File: config.mk
export PLATFORM = sky130hd
export DESIGN_NAME = main_fsm_flat
export DESIGN_NICKNAME = d
export VERILOG_FILES = /design/src/rtl/riscv_pkg.sv /design/src/rtl/main_fsm_if.sv /design/src/rtl/main_fsm_mem_wait_timer.sv /design/src/rtl/main_fsm.sv /design/src/flat_wrapper.sv
export SDC_FILE = /design/constraint.sdc
export NUM_CORES = 1
export LEC_CHECK = 0
export ABC_AREA = 1
export ABC_CLOCK_PERIOD_IN_PS = 2590
export CORE_UTILIZATION = 30
export CTS_CLUSTER_SIZE = 30
export DETAILED_ROUTE_END_ITERATION = 12
export GPL_TIMING_DRIVEN = 0
export PLACE_DENSITY = 0.61
export SYNTH_ARGS = -nofsm -noshare
export SYNTH_HDL_FRONTEND = slang
export SYNTH_HIERARCHICAL = 1
export SYNTH_SLANG_ARGS = --single-unit
File: constraint.sdc
create_clock -name clk -period 2.59 [get_ports clk]
set_clock_uncertainty 0.1 [all_clocks]
set_input_delay 0.259 -clock clk [delete_from_list [all_inputs] [get_ports clk]]
set_output_delay 0.259 -clock clk [all_outputs]
set_load 0.01 [all_outputs]
File: src/rtl/riscv_pkg.sv
// Shared definitions for the RV32I multicycle controller.
// Holds the controller state enum, the base opcodes the controller
// recognises, the datapath select encodings, the trap-cause codes and
// the combinational immediate-format decode.
package riscv_pkg;

    typedef enum logic [3:0] {
        S_FETCH,
        S_DECODE,
        S_MEMADR,
        S_MEMREAD,
        S_MEMWB,
        S_MEMWRITE,
        S_EXECR,
        S_EXECI,
        S_ALUWB,
        S_BRANCH,
        S_JAL,
        S_JALR,
        S_JALRPC,
        S_LUI,
        S_TRAP
    } state_t;

    // Opcodes (instruction bits 6:0)
    localparam logic [6:0] OP_LOAD   = 7'b0000011;
    localparam logic [6:0] OP_STORE  = 7'b0100011;
    localparam logic [6:0] OP_RTYPE  = 7'b0110011;
    localparam logic [6:0] OP_ITYPE  = 7'b0010011;
    localparam logic [6:0] OP_BRANCH = 7'b1100011;
    localparam logic [6:0] OP_JAL    = 7'b1101111;
    localparam logic [6:0] OP_JALR   = 7'b1100111;
    localparam logic [6:0] OP_LUI    = 7'b0110111;

    // Immediate formats
    localparam logic [2:0] IMM_I = 3'b000;
    localparam logic [2:0] IMM_S = 3'b001;
    localparam logic [2:0] IMM_B = 3'b010;
    localparam logic [2:0] IMM_J = 3'b011;
    localparam logic [2:0] IMM_U = 3'b100;

    // Result mux
    localparam logic [1:0] RES_ALUOUT    = 2'b00;
    localparam logic [1:0] RES_DATA      = 2'b01;
    localparam logic [1:0] RES_ALURESULT = 2'b10;
    localparam logic [1:0] RES_IMMEXT    = 2'b11;

    // ALU A operand
    localparam logic [1:0] SRCA_PC    = 2'b00;
    localparam logic [1:0] SRCA_OLDPC = 2'b01;
    localparam logic [1:0] SRCA_RD1   = 2'b10;

    // ALU B operand
    localparam logic [1:0] SRCB_RD2  = 2'b00;
    localparam logic [1:0] SRCB_IMM  = 2'b01;
    localparam logic [1:0] SRCB_FOUR = 2'b10;

    // ALU operation class
    localparam logic [1:0] ALUOP_ADD    = 2'b00;
    localparam logic [1:0] ALUOP_BRANCH = 2'b01;
    localparam logic [1:0] ALUOP_FUNCT  = 2'b10;

    // Trap causes
    localparam logic [1:0] TRAP_NONE    = 2'b00;
    localparam logic [1:0] TRAP_ILLEGAL = 2'b01;
    localparam logic [1:0] TRAP_TIMEOUT = 2'b10;

    // Immediate format straight from the opcode; unknown opcodes map to
    // the I format so the output is never X.
    function automatic logic [2:0] imm_src_of(input logic [6:0] op);
        logic [2:0] imm;
        case (op)
            OP_STORE:  imm = IMM_S;
            OP_BRANCH: imm = IMM_B;
            OP_JAL:    imm = IMM_J;
            OP_LUI:    imm = IMM_U;
            default:   imm = IMM_I;
        endcase
        return imm;
    endfunction

    // States that wait on the memory handshake
    function automatic logic is_mem_wait(input state_t s);
        return (s == S_FETCH) || (s == S_MEMREAD) || (s == S_MEMWRITE);
    endfunction

endpackage

File: src/rtl/main_fsm_if.sv
// Control bundle between the multicycle main controller and the datapath.
//   op, mem_ready            : datapath/memory -> controller
//   PCUpdate .. TrapCause    : controller -> datapath
// master = controller side, slave = datapath side.
interface main_fsm_if;
    logic [6:0] op;
    logic       mem_ready;
    logic       PCUpdate;
    logic       Branch;
    logic       AdrSrc;
    logic       MemWrite;
    logic       IRWrite;
    logic       RegWrite;
    logic [1:0] ResultSrc;
    logic [1:0] ALUSrcA;
    logic [1:0] ALUSrcB;
    logic [1:0] ALUOp;
    logic [2:0] ImmSrc;
    logic       Jalr;
    logic       Trap;
    logic [1:0] TrapCause;

    modport master (
        input  op, mem_ready,
        output PCUpdate, Branch, AdrSrc, MemWrite, IRWrite, RegWrite,
               ResultSrc, ALUSrcA, ALUSrcB, ALUOp, ImmSrc, Jalr, Trap, TrapCause
    );

    modport slave (
        output op, mem_ready,
        input  PCUpdate, Branch, AdrSrc, MemWrite, IRWrite, RegWrite,
               ResultSrc, ALUSrcA, ALUSrcB, ALUOp, ImmSrc, Jalr, Trap, TrapCause
    );
endinterface

File: src/rtl/main_fsm_mem_wait_timer.sv
// Memory wait timer for the main controller.
// Counts consecutive stalled cycles in a memory-wait state and flags when
// the count has reached MEM_TIMEOUT. MEM_TIMEOUT = 0 disables it.
// Ports:
//   clk, reset : clock, asynchronous active-high reset
//   clear      : a memory-wait state is being entered; restart from 0
//   waiting    : currently in a memory-wait state with mem_ready low
//   expired    : counter sits at MEM_TIMEOUT
module mem_wait_timer #(
    parameter int MEM_TIMEOUT = 15
) (
    input  logic clk,
    input  logic reset,
    input  logic clear,
    input  logic waiting,
    output logic expired
);
    localparam int CNT_W = ($clog2(MEM_TIMEOUT + 1) > 1) ? $clog2(MEM_TIMEOUT + 1) : 1;
    localparam logic [CNT_W-1:0] LIMIT = CNT_W'(MEM_TIMEOUT);

    logic [CNT_W-1:0] cnt;

    // NOTE: sequential state is updated with <= so every register samples
    // pre-edge values regardless of block ordering.
    always_ff @(posedge clk or posedge reset) begin
        if (reset) begin
            cnt <= '0;
        end else if (clear) begin
            cnt <= '0;
        end else if (waiting && (cnt != LIMIT)) begin
            // Saturates at the limit rather than wrapping
            cnt <= cnt + CNT_W'(1);
        end
    end

    assign expired = (MEM_TIMEOUT != 0) && (cnt == LIMIT);

endmodule

File: src/rtl/main_fsm.sv
// Multicycle main controller for the RV32I core.
// Steps each instruction through FETCH / DECODE / execute / writeback
// states and drives the datapath enables and selects for each state.
// Memory states stall on mem_ready; a stall lasting past MEM_TIMEOUT
// cycles halts the controller in TRAP (cause 10) until reset.
// Optional build macro MAIN_FSM_ILLEGAL_TRAP_EN: when defined, an unknown
// opcode in DECODE traps with cause 01; otherwise it runs as a nop.
// Ports:
//   clk   : system clock, rising edge
//   reset : asynchronous, active-high reset
//   bus   : main_fsm_if.master - op/mem_ready in, datapath controls out
module main_fsm
    import riscv_pkg::*;
#(
    parameter int MEM_TIMEOUT = 15
) (
    input  logic          clk,
    input  logic          reset,
    main_fsm_if.master    bus
);

    state_t     state, next_state;
    logic [1:0] trap_cause, next_cause;

    logic timer_clear, timer_waiting, timer_expired, timeout;

    logic       pc_update, branch, adr_src, mem_write, ir_write, reg_write;
    logic       jalr, trap;
    logic [1:0] result_src, alu_src_a, alu_src_b, alu_op;

    // ------------------------------------------------------------------
    // Wait timer: restarts on entry to any memory-wait state, counts while
    // that state is stalled.
    // ------------------------------------------------------------------
    assign timer_clear   = is_mem_wait(next_state) && (next_state != state);
    assign timer_waiting = is_mem_wait(state) && !bus.mem_ready;
    assign timeout       = timer_waiting && timer_expired;

    mem_wait_timer #(.MEM_TIMEOUT(MEM_TIMEOUT)) u_timer (
        .clk     (clk),
        .reset   (reset),
        .clear   (timer_clear),
        .waiting (timer_waiting),
        .expired (timer_expired)
    );

    // ------------------------------------------------------------------
    // State and trap-cause registers
    // ------------------------------------------------------------------
    always_ff @(posedge clk or posedge reset) begin
        if (reset) begin
            state      <= S_FETCH;
            trap_cause <= TRAP_NONE;
        end else begin
            state      <= next_state;
            trap_cause <= next_cause;
        end
    end

    // ------------------------------------------------------------------
    // Next-state logic
    // ------------------------------------------------------------------
    // NOTE: every signal driven here gets a default first, so no path
    // leaves it unassigned and no latch is inferred.
    always_comb begin
        next_state = state;
        next_cause = trap_cause;
        case (state)
            S_FETCH: begin
                if (bus.mem_ready) begin
                    next_state = S_DECODE;
                end else if (timeout) begin
                    next_state = S_TRAP;
                    next_cause = TRAP_TIMEOUT;
                end
            end
            S_DECODE: begin
                case (bus.op)
                    OP_LOAD, OP_STORE: next_state = S_MEMADR;
                    OP_RTYPE:          next_state = S_EXECR;
                    OP_ITYPE:          next_state = S_EXECI;
                    OP_BRANCH:         next_state = S_BRANCH;
                    OP_JAL:            next_state = S_JAL;
                    OP_JALR:           next_state = S_JALR;
                    OP_LUI:            next_state = S_LUI;
                    default: begin
`ifdef MAIN_FSM_ILLEGAL_TRAP_EN
                        next_state = S_TRAP;
                        next_cause = TRAP_ILLEGAL;
`else
                        next_state = S_FETCH;
`endif
                    end
                endcase
            end
            S_MEMADR:  next_state = (bus.op == OP_LOAD) ? S_MEMREAD : S_MEMWRITE;
            S_MEMREAD: begin
                if (bus.mem_ready) begin
                    next_state = S_MEMWB;
                end else if (timeout) begin
                    next_state = S_TRAP;
                    next_cause = TRAP_TIMEOUT;
                end
            end
            S_MEMWB:   next_state = S_FETCH;
            S_MEMWRITE: begin
                if (bus.mem_ready) begin
                    next_state = S_FETCH;
                end else if (timeout) begin
                    next_state = S_TRAP;
                    next_cause = TRAP_TIMEOUT;
                end
            end
            S_EXECR:   next_state = S_ALUWB;
            S_EXECI:   next_state = S_ALUWB;
            S_ALUWB:   next_state = S_FETCH;
            S_BRANCH:  next_state = S_FETCH;
            S_JAL:     next_state = S_ALUWB;   // ALUWB writes OldPC+4
            S_JALR:    next_state = S_JALRPC;
            S_JALRPC:  next_state = S_ALUWB;
            S_LUI:     next_state = S_FETCH;
            S_TRAP:    next_state = S_TRAP;    // only reset leaves
            default:   next_state = S_FETCH;
        endcase
    end

    // ------------------------------------------------------------------
    // Output decode (Moore except FETCH's IRWrite/PCUpdate on mem_ready)
    // ------------------------------------------------------------------
    always_comb begin
        pc_update  = 1'b0;
        branch     = 1'b0;
        adr_src    = 1'b0;
        mem_write  = 1'b0;
        ir_write   = 1'b0;
        reg_write  = 1'b0;
        jalr       = 1'b0;
        trap       = 1'b0;
        result_src = RES_ALUOUT;
        alu_src_a  = SRCA_PC;
        alu_src_b  = SRCB_RD2;
        alu_op     = ALUOP_ADD;
        case (state)
            S_FETCH: begin
                alu_src_b  = SRCB_FOUR;
                result_src = RES_ALURESULT;
                ir_write   = bus.mem_ready;
                pc_update  = bus.mem_ready;
            end
            S_DECODE: begin
                alu_src_a = SRCA_OLDPC;
                alu_src_b = SRCB_IMM;
            end
            S_MEMADR: begin
                alu_src_a = SRCA_RD1;
                alu_src_b = SRCB_IMM;
            end
            S_MEMREAD: begin
                adr_src = 1'b1;
            end
            S_MEMWB: begin
                result_src = RES_DATA;
                reg_write  = 1'b1;
            end
            S_MEMWRITE: begin
                adr_src   = 1'b1;
                mem_write = 1'b1;
            end
            S_EXECR: begin
                alu_src_a = SRCA_RD1;
                alu_op    = ALUOP_FUNCT;
            end
            S_EXECI: begin
                alu_src_a = SRCA_RD1;
                alu_src_b = SRCB_IMM;
                alu_op    = ALUOP_FUNCT;
            end
            S_ALUWB: begin
                reg_write = 1'b1;
            end
            S_BRANCH: begin
                alu_src_a = SRCA_RD1;
                alu_op    = ALUOP_BRANCH;
                branch    = 1'b1;
            end
            S_JAL: begin
                alu_src_a = SRCA_OLDPC;
                alu_src_b = SRCB_FOUR;
                pc_update = 1'b1;
            end
            S_JALR: begin
                alu_src_a = SRCA_RD1;
                alu_src_b = SRCB_IMM;
            end
            S_JALRPC: begin
                // PC <= ALUOut (RD1+imm, bit 0 cleared); ALU forms OldPC+4
                alu_src_a = SRCA_OLDPC;
                alu_src_b = SRCB_FOUR;
                pc_update = 1'b1;
                jalr      = 1'b1;
            end
            S_LUI: begin
                result_src = RES_IMMEXT;
                reg_write  = 1'b1;
            end
            S_TRAP: begin
                trap = 1'b1;
            end
            default: ;
        endcase
    end

    assign bus.PCUpdate  = pc_update;
    assign bus.Branch    = branch;
    assign bus.AdrSrc    = adr_src;
    assign bus.MemWrite  = mem_write;
    assign bus.IRWrite   = ir_write;
    assign bus.RegWrite  = reg_write;
    assign bus.ResultSrc = result_src;
    assign bus.ALUSrcA   = alu_src_a;
    assign bus.ALUSrcB   = alu_src_b;
    assign bus.ALUOp     = alu_op;
    assign bus.ImmSrc    = imm_src_of(bus.op);
    assign bus.Jalr      = jalr;
    assign bus.Trap      = trap;
    assign bus.TrapCause = trap_cause;

endmodule
File: src/flat_wrapper.sv
// flat-port wrapper written by rule: the top's interface ports become plain ports
module main_fsm_flat import riscv_pkg::*;
#(
    parameter int MEM_TIMEOUT = 15
)
  (clk, reset, bus_op, bus_mem_ready, bus_PCUpdate, bus_Branch, bus_AdrSrc, bus_MemWrite, bus_IRWrite, bus_RegWrite, bus_ResultSrc, bus_ALUSrcA, bus_ALUSrcB, bus_ALUOp, bus_ImmSrc, bus_Jalr, bus_Trap, bus_TrapCause);
  main_fsm_if bus_i ();
  input  logic clk;
  input  logic reset;
  input wire logic [$bits(bus_i.op)-1:0] bus_op;
  input wire logic [$bits(bus_i.mem_ready)-1:0] bus_mem_ready;
  output wire logic [$bits(bus_i.PCUpdate)-1:0] bus_PCUpdate;
  output wire logic [$bits(bus_i.Branch)-1:0] bus_Branch;
  output wire logic [$bits(bus_i.AdrSrc)-1:0] bus_AdrSrc;
  output wire logic [$bits(bus_i.MemWrite)-1:0] bus_MemWrite;
  output wire logic [$bits(bus_i.IRWrite)-1:0] bus_IRWrite;
  output wire logic [$bits(bus_i.RegWrite)-1:0] bus_RegWrite;
  output wire logic [$bits(bus_i.ResultSrc)-1:0] bus_ResultSrc;
  output wire logic [$bits(bus_i.ALUSrcA)-1:0] bus_ALUSrcA;
  output wire logic [$bits(bus_i.ALUSrcB)-1:0] bus_ALUSrcB;
  output wire logic [$bits(bus_i.ALUOp)-1:0] bus_ALUOp;
  output wire logic [$bits(bus_i.ImmSrc)-1:0] bus_ImmSrc;
  output wire logic [$bits(bus_i.Jalr)-1:0] bus_Jalr;
  output wire logic [$bits(bus_i.Trap)-1:0] bus_Trap;
  output wire logic [$bits(bus_i.TrapCause)-1:0] bus_TrapCause;
  assign bus_i.op = bus_op;
  assign bus_i.mem_ready = bus_mem_ready;
  assign bus_PCUpdate = bus_i.PCUpdate;
  assign bus_Branch = bus_i.Branch;
  assign bus_AdrSrc = bus_i.AdrSrc;
  assign bus_MemWrite = bus_i.MemWrite;
  assign bus_IRWrite = bus_i.IRWrite;
  assign bus_RegWrite = bus_i.RegWrite;
  assign bus_ResultSrc = bus_i.ResultSrc;
  assign bus_ALUSrcA = bus_i.ALUSrcA;
  assign bus_ALUSrcB = bus_i.ALUSrcB;
  assign bus_ALUOp = bus_i.ALUOp;
  assign bus_ImmSrc = bus_i.ImmSrc;
  assign bus_Jalr = bus_i.Jalr;
  assign bus_Trap = bus_i.Trap;
  assign bus_TrapCause = bus_i.TrapCause;
  main_fsm #(.MEM_TIMEOUT(MEM_TIMEOUT)) u_core (.clk(clk), .reset(reset), .bus(bus_i));
endmodule
# Word level (Yosys, flattened, before mapping)
# Index checks and enable logic that the tools add are counted.
[totals] elab_cells=78 in_bits=10 reg_bits=9 output_inout_bits=21
[classes] bitwise=1 n_reduce_logical=24 mux=22 eq_ne=27 addsub=1
[op_table] operator="4-bit == test (second input constant)" count=8
[op_table] operator="4-bit one-hot mux with 8 select lines" count=1
[op_table] operator="4-bit one-hot mux with 7 select lines" count=1
[op_table] operator="4-bit two-way mux" count=6
[op_table] operator="7-bit by 6-bit == test with 1-bit output (second input constant)" count=3
[op_table] operator="7-bit == test (second input constant)" count=3
[op_table] operator="4-bit by 3-bit == test with 1-bit output (second input constant)" count=5
[op_table] operator="4-bit by 2-bit == test with 1-bit output (second input constant)" count=3
[op_table] operator="2-bit one-hot mux with 2 select lines" count=3
[op_table] operator="3-bit one-hot mux with 4 select lines" count=1
[op_table] operator="3-bit OR reduction" count=4
[op_table] operator="4-bit zero test" count=2
[op_table] operator="2-bit OR reduction" count=4
[op_table] operator="4-bit OR reduction" count=2
[op_table] operator="7-bit by 2-bit == test with 1-bit output (second input constant)" count=1
[op_table] operator="7-bit by 5-bit == test with 1-bit output (second input constant)" count=1
[op_table] operator="1-bit two-way mux" count=7
[op_table] operator="2-bit one-hot mux with 3 select lines" count=1
[op_table] operator="5-bit OR reduction" count=1
[op_table] operator="4-bit by 1-bit adder with 4-bit output (second input constant)" count=1
[op_table] operator="4-bit by 1-bit == test with 1-bit output (second input constant)" count=1
[op_table] operator="1-bit logical AND" count=4
[op_table] operator="1-bit logical OR" count=4
[op_table] operator="4-bit != test" count=1
[op_table] operator="other kinds (7)" count=7

# Depth between registers and ports, before layout
[logic_depth] ltp_word=13 mapped_depth=16 depth_no_buf=16

# Cells and area by module
# Netlist, hierarchy kept.
[by_module_without_submodules] module="main_fsm" area_each_um2=839.6 n_inst=1 seq_area_each_um2=125.1 cells_each=153
[by_module_without_submodules] module="mem_wait_timer" area_each_um2=229.0 n_inst=1 seq_area_each_um2=100.1 cells_each=30

# Worst setup path before layout
# OpenSTA, ideal clock, no wires.
[synth_path] path_type="register to register" startpoint="register u_core.u_timer.cnt[0]" endpoint="register u_core.u_timer.cnt[3]" path_buffers=0 setup_ps=118 synth_period_minus_slack_ps=1984 path_stages_with_launch=14 path_slack_ps=606 required_time_ps=2372 t_arrival_ps=1766 path_cell_list="dfrtp_1 ha_1 nand3_1 inv_1 o211ai_1 nand3_1 nor2_2 nand2_1 nand2_1 nand2_1 nor2_1 inv_1 nand4_1 nand2_1"
[synth_between] elab_chain_len=10 elab_cells_between_ends=20 cone_classes="1 x add/sub; 5 x eq/ne; 7 x mux; 7 x reduce/logical"
[synth_rtl] item="from (decl)" line="main_fsm_mem_wait_timer.sv:21" rtl="logic [CNT_W-1:0] cnt;"
[synth_rtl] item="from (signal assigned)" line="main_fsm_mem_wait_timer.sv:32" rtl="cnt <= cnt + CNT_W'(1);"
[synth_rtl] item="4-bit == test (*)" line="main_fsm_mem_wait_timer.sv:36" rtl="assign expired = (MEM_TIMEOUT != 0) && (cnt == LIMIT);"
[synth_rtl] item="via u_core.timer_expired" line="main_fsm.sv:25" rtl="logic timer_clear, timer_waiting, timer_expired, timeout;"
[synth_rtl] item="1-bit logical AND (*)" line="main_fsm.sv:37" rtl="assign timeout = timer_waiting && timer_expired;"
[synth_rtl] item="4-bit two-way mux (*)" line="main_fsm.sv:72, main_fsm.sv:100, main_fsm.sv:109"
[synth_rtl] item="4-bit two-way mux (on tied branches)" line="main_fsm.sv:107, main_fsm.sv:70, main_fsm.sv:98"
[synth_rtl] item="4-bit one-hot mux with 8 select lines (*)" line="main_fsm.sv:68" rtl="case (state)"
[synth_rtl] item="4-bit by 2-bit == test with 1-bit output / 4-bit zero test (equally long branches)" line="riscv_pkg.sv:84" rtl="return (s == S_FETCH) || (s == S_MEMREAD) || (s == S_MEMWRITE);"
[synth_rtl] item="1-bit logical OR (2 in a row)" line="riscv_pkg.sv:84"
[synth_rtl] item="1-bit logical AND (*)" line="main_fsm.sv:35" rtl="assign timer_clear = is_mem_wait(next_state) && (next_state != state);"
[synth_rtl] item="via u_core.timer_clear" line="main_fsm.sv:25"
[synth_rtl] item="4-bit two-way mux / 2-bit nonzero test (equally long branches)"
# The timed path passes the listed nets; every way through them passes the cells marked *. The select of a mux whose other input is x is not followed.
# A chain may end at the register's enable or synchronous reset.

# Worst setup path after layout
[layout_path] startpoint="register u_core.state[1]" endpoint="output bus_ALUSrcB[0]"
[layout_between] elab_chain_len=3 elab_cells_between_ends=10 cone_classes="6 x eq/ne; 1 x mux; 3 x reduce/logical"
[layout_rtl] item="from (decl)" line="main_fsm.sv:22" rtl="state_t state, next_state;"
[layout_rtl] item="from (signal assigned)" line="main_fsm.sv:55" rtl="state <= next_state;"
[layout_rtl] item="4-bit by 1-bit == test with 1-bit output, or another cell as far along" line="main_fsm.sv:143" rtl="case (state)"
[layout_rtl] item="4-bit OR reduction (no source line) / 3-bit OR reduction (equally long branches)"
[layout_rtl] item="2-bit one-hot mux with 2 select lines (*)" line="main_fsm.sv:143"
[layout_rtl] item="to (decl)" line="flat_wrapper.sv:20" rtl="output wire logic [$bits(bus_i.ALUSrcB)-1:0] bus_ALUSrcB;"
# Mark *: on every way between the ends. The rest lies on a longest branch, timed or not.

==> results.cfg <==
[synthesis]
postSynthAreaPerCell_um2 = 5.84
distinct_cell_type_count_after_synthesis = 24
seq_area_frac_synth = 0.211
ys_seq_elements = 9
syn_inst = 183
ys_warn_count = 6
synth_area_um2 = 1070
mappedNetlistNets = 194

[floorplan]
core_area_um2 = 3360
io_pins = 31
die_area_um2 = 3800
floorplan.initialDensity = 0.318
fp-row-count = 21
die_width_um = 61.7
die_height_um = 61.7

[clock_tree]
tritoncts.num_buffers = 3
clock_sink_count = 9
postCtsSetupBuffers = 0
clock_insertion_delay_worst_skew_ns = 0.26
clock-root-buffer = clkbuf_4
cts.reportedPaths.clkPinSlew_ns = 0.06
postCtsResizedCells = 0
cts.hold.buffers_added = 0
tritoncts = done
cts-root-to-sink-buffers = 2
h-tree-depth = 1

[drt]
wire_per_inst_um = 9.39
drt_first_pass_iters = 4
route.antenna.remaining_nets = 0
via_count = 1132
dr.first_iter.drc_count = 63
route.detailed.vias_per_inst = 4.32
drc_errors = 0
wirelength_um = 2460

[timing]
finalHoldViolCount = 0
setup_viol_count_final = 0
finalSetupTns_ns = 0
fin_hold_ws_ns = 0.106
max_freq_mhz = 432
rsz_0062_raised_after_global_routing = false
post-route-period-util = 0.894
minimum_clock_period_ns = 2.31
timing.final.ws_setup_ns = 0.275
timing_max_transition_violations_final = 0

[worst_setup_path]
setup.reg_to_reg.worst_slack_ns = 0.40
largest_stage_delay_worst_path_ns = 0.56
critical_path.slowest_cell = clkdlybuf4s50_1
cp_class = flop to primary output
endpoint_kind = primary output
timing.critical_path.arrival_ns = 1.96
crit_path_cell_trace = nor2_2, inv_2, nor2_4, inv_1, o211ai_1, clkdlybuf4s50_1
timing.critical_path.from_type = flop
max_fo_critical_path = 7
timing.critical_path.required_ns = 2.23

[pwr]
totalPowerFinal_mw = 1.01
leakage_nw = 0.843
cellPowerDensity_nw_per_um2 = 702
worst_ir_drop_vdd_v = 0.000302

[grt]
grt_usage = 0.139
maximum_number_of_pins_on_one_net_before_global_route_repair = 9
grt_remaining_overflow = 0
first_global_vias = 959
grt_antenna_before_repair = 0
global_route_wire_length_before_repair_um = 4020

[layout]
fin_util = 0.429
num_antenna_cells = 0
layout.nets = 228
n_fill_cell = 380
layoutNonFillerInstCount = 262
area_of_all_placed_cells_without_fillers_um2 = 1440
layout-area-overhead-vs-synth_pct = 35.0
post_route_cells_drive_above_1_share = 0.181

[place]
numPortBuffers = 29
hpwl_after_dpl_um = 2120
numPlacedInstances = 258
placed_cell_area_um2 = 1420
routabilityCongestion = 0.814
worst_slack_placed_ns = 0.135

[run_status]
result_of_the_run = finished clean

[flow_run]
timing.max_cap.violations = 0

[min_path]
worst_hold_path_class = input pin to asynchronous set/reset pin
final timing paths:
check                      depth (start not counted)               startpoint                       to
setup / recovery                                   6          u_core/state[1]           bus_ALUSrcB[0]
hold / removal                                     2                    reset    u_core/u_timer/cnt[3]
setup reg to reg                                  13    u_core/u_timer/cnt[0]    u_core/u_timer/cnt[3]
hold reg to reg                                    1  u_core/bus.TrapCause[1]  u_core/bus.TrapCause[1]
max in group asynchronous                          2                    reset          u_core/state[2]
min in group clk                                   1  u_core/bus.TrapCause[1]  u_core/bus.TrapCause[1]
synth_stat cells (all sizes together):
cell type   n  area (um^2)
nor3        1         10.0
o21ai       3         15.0
o211ai      3         22.5
buf         2         15.0
ha          1         12.5
a21oi       3         15.0
clkinv      2         8.75
nand2      65          284
xor2        1         8.76
nand4       4         31.3
dfrtp       9          225
conb        1         3.75
nand3      19          110
inv        38          143
or2         1         6.26
nor2       30          158
layer usage:
layer / up-vias / track usage / routed length [um]
met3: 0 / 0.0252 / 105
met2: 35 / 0.260 / 1240
li1: 617 / - / -
met4: 0 / 0 / 0
met5: - / 0 / 0
met1: 480 / 0.175 / 1110
placed cells by master (no fill, tap or decap), drive strengths merged:
cell type,n
nor2,30
ha,1
clkdlybuf4s50,29
clkbuf,4
a21oi,3
o21ai,3
buf,2
clkinv,2
nand3,19
dfrtp,9
inv,38
conb,1
nand2,65
nor3,1
xor2,1
nand4,4
o211ai,3
or2,1
flip-flops by register name, summed over array words and instances (netlist names):
name and flops:
u_core/bus.TrapCause 1, u_core/state 4, u_core/u_timer/cnt 4
critical path, delay by kind of cell (launching register included):
| family | cells | cell delay (ns) |
|---|---|---|
| AO/OA/AOI/OAI | 1 | 0.09 |
| buffers and inverters | 3 | 0.73 |
| AND/OR/NAND/NOR | 2 | 0.40 |
| flip-flops | 1 | 0.48 |
layout make-up:
| cell class | instances | area, um^2 | share of cell area |
|---|---|---|---|
| Inverter | 40 | 151 | 0.105 |
| Timing Repair Buffer | 29 | 290 | 0.201 |
| Buffer | 2 | 15.0 | 0.0104 |
| Multi-Input combinational cell | 132 | 677 | 0.469 |
| Tap cell | 46 | 57.6 | 0.0399 |
| Sequential cell | 9 | 225 | 0.156 |
| Clock buffer | 4 | 26.3 | 0.0182 |
cells by family after synthesis:
| group | share of synthesized area |
|---|---|
| AND/OR/NAND/NOR | 0.561 |
| flip-flops | 0.211 |
| buffers and inverters | 0.156 |
| other | 0.00351 |
| adder cells (fa/ha/maj) | 0.0117 |
| XOR/XNOR | 0.00820 |
| AO/OA/AOI/OAI | 0.0492 |
where the power goes:
group	leakage, nW	switching, mW	internal, mW
registers	0.122	0.0454	0.168
logic	0.706	0.403	0.289
clock network	0.0150	0.0482	0.0593
No activity file was read; power rests on OpenSTA's default activity.
